`src/rtl/modexp_scheduler.sv`:
```
`default_nettype none
// ============================================================================
// Module   : modexp_scheduler
// Purpose  : Shares one modular-exponentiation engine among NREQ requesters.
//            Requests are picked round-robin. The winner's operands are
//            latched, the engine is launched with a single pulse, and the
//            engine result is returned to the winner only.
// Ports    : clk, rst (asynchronous, active-high)
//            req[NREQ], req_base/req_exp/req_mod[NREQ*W]  - requester side
//            grant[NREQ], rsp_valid[NREQ], rsp_result[RW], rsp_err, busy
//            eng_start, eng_base/eng_exp/eng_mod[W]        - engine launch
//            eng_result[RW], eng_done                      - engine return
// Options  : MODEXP_TIMEOUT_EN - enables the engine watchdog (TIMEOUT cycles)
// Revision : 1.0 - initial release
// ============================================================================
module modexp_scheduler #(
    parameter int NREQ    = 4,
    parameter int W       = 32,
    parameter int RW      = 64,
    parameter int TIMEOUT = 4096
) (
    input  logic              clk,
    input  logic              rst,
    input  logic [NREQ-1:0]   req,
    input  logic [NREQ*W-1:0] req_base,
    input  logic [NREQ*W-1:0] req_exp,
    input  logic [NREQ*W-1:0] req_mod,
    output logic [NREQ-1:0]   grant,
    output logic [NREQ-1:0]   rsp_valid,
    output logic [RW-1:0]     rsp_result,
    output logic              rsp_err,
    output logic              busy,
    output logic              eng_start,
    output logic [W-1:0]      eng_base,
    output logic [W-1:0]      eng_exp,
    output logic [W-1:0]      eng_mod,
    input  logic [RW-1:0]     eng_result,
    input  logic              eng_done
);

    localparam int IW = (NREQ > 1) ? $clog2(NREQ) : 1;
    localparam logic [NREQ-1:0] c_one = NREQ'(1);

    typedef enum logic [1:0] {
        S_IDLE  = 2'd0,
        S_ISSUE = 2'd1,
        S_WAIT  = 2'd2,
        S_RESP  = 2'd3
    } state_t;

    state_t          r_state;
    logic [IW-1:0]   r_ptr;
    logic [IW-1:0]   r_idx;

    logic            w_found;
    logic [IW-1:0]   w_pick;
    logic [3:0]      w_cand;
    logic [W-1:0]    w_mod;

`ifdef MODEXP_TIMEOUT_EN
    localparam int CW = $clog2(TIMEOUT + 1);
    logic [CW-1:0]   r_cnt;
`else
    // The watchdog limit has no meaning without the watchdog.
    logic [31:0]     unused_timeout;
    assign unused_timeout = 32'(TIMEOUT);
`endif

    // Round-robin pick: first set request at or above the pointer, wrapping.
    // NREQ <= 8 keeps ptr+offset below 16, so a 4-bit candidate suffices.
    always_comb begin
        w_found = 1'b0;
        w_pick  = '0;
        w_cand  = '0;
        for (int k = 0; k < NREQ; k++) begin
            w_cand = 4'(r_ptr) + 4'(k);
            if (w_cand >= 4'(NREQ)) begin
                w_cand = w_cand - 4'(NREQ);
            end
            if (!w_found && req[w_cand[IW-1:0]]) begin
                w_found = 1'b1;
                w_pick  = w_cand[IW-1:0];
            end
        end
    end

    assign w_mod = req_mod[w_pick*W +: W];

    always_ff @(posedge clk or posedge rst) begin
        if (rst) begin
            r_state    <= S_IDLE;
            r_ptr      <= '0;
            r_idx      <= '0;
            grant      <= '0;
            rsp_valid  <= '0;
            rsp_result <= '0;
            rsp_err    <= 1'b0;
            busy       <= 1'b0;
            eng_start  <= 1'b0;
            eng_base   <= '0;
            eng_exp    <= '0;
            eng_mod    <= '0;
`ifdef MODEXP_TIMEOUT_EN
            r_cnt      <= '0;
`endif
        end else begin
            // Pulsed outputs; rsp_result deliberately holds its last value.
            eng_start <= 1'b0;
            rsp_valid <= '0;
            rsp_err   <= 1'b0;
            case (r_state)
                S_IDLE: begin
                    if (w_found) begin
                        r_idx    <= w_pick;
                        grant    <= c_one << w_pick;
                        busy     <= 1'b1;
                        eng_base <= req_base[w_pick*W +: W];
                        eng_exp  <= req_exp[w_pick*W +: W];
                        eng_mod  <= w_mod;
                        if (w_mod == '0) begin
                            // Result undefined for modulus 0: answer directly.
                            rsp_valid  <= c_one << w_pick;
                            rsp_result <= '0;
                            rsp_err    <= 1'b1;
                            r_state    <= S_RESP;
                        end else begin
                            eng_start <= 1'b1;
                            r_state   <= S_ISSUE;
                        end
                    end
                end
                S_ISSUE: begin
`ifdef MODEXP_TIMEOUT_EN
                    r_cnt   <= '0;
`endif
                    r_state <= S_WAIT;
                end
                S_WAIT: begin
                    if (eng_done) begin
                        rsp_valid  <= grant;
                        rsp_result <= eng_result;
                        r_state    <= S_RESP;
                    end
`ifdef MODEXP_TIMEOUT_EN
                    else if (r_cnt == CW'(TIMEOUT - 1)) begin
                        rsp_valid  <= grant;
                        rsp_result <= '0;
                        rsp_err    <= 1'b1;
                        r_state    <= S_RESP;
                    end else begin
                        r_cnt <= r_cnt + CW'(1);
                    end
`endif
                end
                S_RESP: begin
                    grant   <= '0;
                    busy    <= 1'b0;
                    // Served requester becomes lowest priority.
                    r_ptr   <= (r_idx == IW'(NREQ - 1)) ? '0 : r_idx + IW'(1);
                    r_state <= S_IDLE;
                end
                default: r_state <= S_IDLE;
            endcase
        end
    end

endmodule
`default_nettype wire

```
`config.mk`:
```
export PLATFORM = sky130hd
export DESIGN_NAME = modexp_scheduler
export DESIGN_NICKNAME = d
export VERILOG_FILES = /design/src/rtl/modexp_scheduler.sv
export SDC_FILE = /design/constraint.sdc
export NUM_CORES = 1
export LEC_CHECK = 0
export CORE_AREA = 4 4 241 243
export CTS_CLUSTER_SIZE = 14
export DETAILED_ROUTE_END_ITERATION = 7
export DIE_AREA = 0 0 245 247
export GPL_ROUTABILITY_DRIVEN = 0
export MAX_ROUTING_LAYER = met4
export PLACE_DENSITY = 0.49
export RECOVER_POWER = 50
export SETUP_SLACK_MARGIN = 0.05
export SLEW_MARGIN = 20
export SYNTH_ARGS = -nofsm -noshare
export SYNTH_HDL_FRONTEND = slang
export SYNTH_SLANG_ARGS = --single-unit
```
`constraint.sdc`:
```
create_clock -name clk -period 15.92 [get_ports clk]
set_clock_uncertainty 0.05 [all_clocks]
set_input_delay 3.184 -clock clk [delete_from_list [all_inputs] [get_ports clk]]
set_output_delay 3.184 -clock clk [all_outputs]
set_load 0.01 [all_outputs]
```
# Word level (Yosys, flattened, before mapping)
# Cells that the tools add are included.
# totals
register_bits,177
inputBits,455
out_inout_bits,171
word_cells,96
# op_classes
addsub,8
n_lt_le_gt_ge,8
eq_ne,7
shifts,4
n_mux,43
reduce_logical,14
# ops
cell,n
indexed part select 128 x 8 -> 32 bit,3
2-to-1 mux 64 bit,3
case mux 64 bit (2 select lines),1
logical NOT 32 bit,1
2-to-1 mux 2 bit,12
2-to-1 mux 4 bit,4
case mux 4 bit (2 select lines),2
2-to-1 mux 1 bit,15
"less-than comparator 2 x 3 -> 1 bit, second input constant",4
">= comparator 3 bit, second input constant",3
binary-select mux 1 bit (select 2 bit),4
case mux 2 bit (4 select lines),1
"subtractor 2 x 1 -> 2 bit, second input constant",4
"adder 2 x 2 -> 3 bit, second input constant",2
"equality test 2 bit, second input constant",3
"!= test 2 bit, second input constant",3
AND reduction 2 bit,3
AND reduction 4 bit,1
nonzero test 2 bit,2
"left shift 1 x 2 -> 4 bit, first input constant",1
"adder 2 x 1 -> 3 bit, second input constant",1
">= comparator 2 x 3 -> 1 bit, second input constant",1
logical AND 1 bit,3
logical NOT 1 bit,3
other kinds (4),4

# Depth between registers and ports, before layout
# depth
depth_word,19
depth_mapped,14
mapped_depth_nobuf,9

# Worst setup path after synthesis
# OpenSTA, ideal clock, no wires.
# synth_path
kind,input to register
from,input port req[1]
to,register rsp_result[10]
setup_time_ps,121
t_arrival_ps,5438
required_time_ps,15749
setup_slack_ps,10311
stages,12
n_path_buf,3
cell_sequence,or3b_1 -> o221ai_1 -> buf_4 -> buf_4 -> mux2i_1 -> mux2i_1 -> nor4_1 -> nand4_1 -> o21ai_1 -> o211ai_2 -> clkbuf_1 -> a22o_1
# synth_via
elab_chain_len,16
elab_cells_between_ends,27
classes_between,2 x eq/ne; 1 x shift; 16 x mux; 8 x reduce/logical
# synth_lines
element,line,rtl
from (decl),24,"input logic [NREQ-1:0] req,"
binary-select mux 1 bit (select 2 bit),80,if (!w_found && req[w_cand[IW-1:0]]) begin
2-to-1 mux 1 bit (implied by the code),80,
2-to-1 mux 1 bit,80,
logical NOT 1 bit,80,
logical AND 1 bit,80,
2-to-1 mux 1 bit,80,
logical NOT 1 bit,80,
logical AND 1 bit,80,
2-to-1 mux 1 bit,80,
logical NOT 1 bit,80,
logical AND 1 bit,80,
2-to-1 mux 2 bit,80,
indexed part select 128 x 8 -> 32 bit,87,assign w_mod = req_mod[w_pick*W +: W];
logical NOT 32 bit,120,if (w_mod == '0) begin
!= test 2 bit (no source line),--,
AND reduction 4 bit (no source line) *,--,
to (signal assigned),141,rsp_result <= eng_result;
to (decl),30,"output logic [RW-1:0] rsp_result,"
# Every way passes the cells marked *; elsewhere a longest branch is shown, timed or not. The select of a mux whose other input is x is not followed.
# A chain may end at the register's enable or synchronous reset.

# Worst setup path after layout
# layout_path
from,input port req[0]
to,register rsp_result[26]
# Same word-level chain as after synthesis.

==> results.yml <==
cells_and_area:
  fin_nets: 2209
  drive_above_1_share_pct: 3.06
  design_area_um2: 17200
  final_core_util_pct: 30.8
  fill_cells: 6012
  stdcell_count: 2521
  syn_to_final_growth_pct: 78.1
floorplanning:
  num_rows: 87
  die_area_um2: 60500
  core_um2: 56000
  die_h_um: 247
  die_x_um: 245
  io_pins: 626
  initial_core_util_pct: 17.3
routing:
  antenna_left: 0
  wl_per_cell_um: 19.0
  via_count: 10700
  drtIter0Drc: 386
  routed_wl_mm: 47.8
  drc: 0
  firstDrtPassIters: 7
  vias_per_cell: 4.26
sta:
  holdWs_ps: 420
  hold_viol_final: 0
  period_needed_ps: 8460
  final.setup.tns_ps: 0
  slew_headroom_pct: -264
  timing.final.crit_share_pct: 53.1
  setup_viol: 0
  timing.fmax_mhz: 118
  rsz0062_at_grt: "false"
  worstMarginPinSlew_ps: 5460
  slew_viol_final: 116
logic_synthesis:
  ys_seq_area_share_pct: 45.8
  ys_seq_elements: 177
  yosys_warnings: 0
  yosysTopAreaCellShare_pct: 45.8
  synth_edf_count: 0
  postSynthNetCount: 1644
  async_flop_share_pct: 100
  yosys_most_used_dff: "dfrtp_1"
  yosysUniqueCellTypes: 35
  synth_area_leaders: "dfrtp_1 46%, nand2_1 19%, nand3_1 10%"
  syn-cell-area_um2: 9660
  syn_inst: 1185
  syn_avg_cell_area_um2: 8.15
  synth_top_area_cell: "dfrtp_1"
setup_path:
  start_kind: "input pin"
  reg2reg_from: "r_ptr[1]"
  r2r_cells: 12
  rrSetupSlack_ps: 10140
  end_kind: "flop"
  critical_path_class: "input pin to flop"
  arrival_ps: 8820
  crit_fanout: 64
  crit_required_ps: 16280
  startpoint: "req[0]"
  crit_end: "rsp_result[26]"
  r2r-end: "rsp_result[26]"
place:
  placed_cell_area_um2: 16600
  portBuffers: 625
  place_inst: 2487
  dp_hpwl_mm: 36.9
global_route:
  grt_pass1_wl_mm: 70.2
  grt.overflow.total: 0
  grt_usage_pct: 15.7
  grt_pass1_vias: 11500
  grt_max_degree: 116
  antenna_found_initial: 0
clocking:
  cts_tree: "done"
  clock_latency_ps: 480
  h-tree-depth: 4
  post_cts_buffers: 0
  cts_sinks: 177
  clk_pin_slew_worst_paths_ps: 80
  ctsRootBufferMaster: "clkbuf_16"
  cts_buffers: 17
  ctsResizeCount: 0
  hold_buffers: 0
  cts_buffer_depth: 2
power:
  pwr-share-seq_pct: 27.7
  switching_share_pct: 44.0
  p_sw_mw: 1.22
  power_frac_comb_pct: 56.0
  p_leak_nw: 7.92
  pwr_density_cell_nw_per_um2: 162
  pwr-share-clk_pct: 16.3
  intPower_mw: 1.56
  vdd.ir_drop.worst_v: 0.0000918
job:
  maxCapViolCount: 1
status:
  outcome: "finished, violations left"
  violations: "max-capacitance violations, max-slew violations"
hold_path:
  min_path_type: "flop to flop"
-- cell usage in the layout, fill, tap and decap left out, drive strengths merged, types with 2 or more instances in the layout --
cell type and n:
dfrtp 177, clkbuf 17, ha 4, a22o 64, dlygate4sd3 147, nand2 490, inv 12, o22a 2
buf 12, nor2 8, nor3 3, clkinvlp 2, o22ai 2, mux2i 97, nor4 9, clkinv 7
nand4 2, diode 2, nand3 196, a21oi 7, o21ai 9, o31ai 5, clkdlybuf4s50 478, nand2b 3
-- through the flow --
stage / worst slack [ps] / total power, mW
floorplan: 7880 / 1.64
global placement: 7020 / 2.42
detailed placement: 6900 / 2.44
CTS: 7480 / 2.92
global route: 7110 / 3.01
finish: 7460 / 2.78
-- critical path, stage by stage --
cell and delay (ps):
clkdlybuf4s50_1 570, a21boi_1 150, o221ai_4 710, buf_4 580
buf_4 890, mux2i_1 280, mux2i_1 130, nor4_1 470
nand4_1 310, o21ai_1 320, and3_2 210, buf_4 560
a22o_1 260
-- worst min-delay path by stage --
| stage | startpoint | slack, ps | end | depth (start not counted) |
|---|---|---|---|---|
| 6_report | eng_mod[17] | 420 | eng_mod[17] | 2 |
| 5_1_grt | eng_exp[8] | 440 | eng_exp[8] | 2 |
| 4_1_cts | eng_mod[17] | 430 | eng_mod[17] | 2 |
| 3_5_place_dp | eng_base[8] | 410 | eng_base[8] | 2 |
| 3_3_place_gp | eng_mod[18] | 410 | eng_mod[18] | 2 |
| 2_1_floorplan | r_idx[1] | 400 | r_idx[1] | 2 |
-- state kept, by name, indices dropped and copies added, names as in the netlist --
register,cells
r_state,2
eng_start,1
r_idx,2
eng_mod,32
eng_base,32
rsp_err,1
grant,4
eng_exp,32
rsp_result,64
r_ptr,2
rsp_valid,4
busy,1
-- area by class of cell --
class,count,area (um2),share of cell area [%]
Sequential cell,177,4430,25.7
Inverter,6,23.8,0.138
Timing Repair Buffer,637,6350,36.9
Clock inverter,15,195,1.13
Clock buffer,17,425,2.47
Tap cell,756,946,5.50
Antenna cell,2,5.00,0.0291
Multi-Input combinational cell,911,4840,28.1
-- per-layer routing --
layer | GRT usage [%] | part of all wire, % | up-vias
met4 | 5.47 | 2.7 | 0
li1 | - | - | 5137
met5 | - | 0 | -
met2 | 27.3 | 51 | 463
met3 | 5.29 | 7.9 | 56
met1 | 16.7 | 38 | 5075
-- cells by family after synthesis --
| group | after synthesis | share of synthesized area (%) |
|---|---|---|
| mux | 98 | 10.2 |
| flops | 177 | 45.8 |
| buf+inv | 97 | 4.78 |
| compound gates | 94 | 7.86 |
| simple gates | 715 | 30.8 |
| fa+ha+maj | 4 | 0.518 |
-- Yosys cell counts (4+ instances only) --
cell / n
a21oi_1: 7
a22o_1: 64
buf_1: 14
buf_2: 6
buf_4: 6
buf_6: 9
clkbuf_1: 56
dfrtp_1: 177
ha_1: 4
inv_1: 5
mux2i_1: 97
nand2_1: 490
nand3_1: 196
nor2_1: 8
nor4_1: 9
o21ai_0: 8
o31ai_1: 5
-- power groups by stage --
stage                     Clock [mW]  Sequential [mW]  Combinational, mW
after floorplan                    0            0.857              0.782
after global placement             0            0.782               1.64
after detailed placement           0            0.786               1.66
after CTS                      0.478            0.781               1.66
after global routing           0.494            0.800               1.72
final                          0.454            0.771               1.56
No activity file was read; power rests on OpenSTA's default activity.
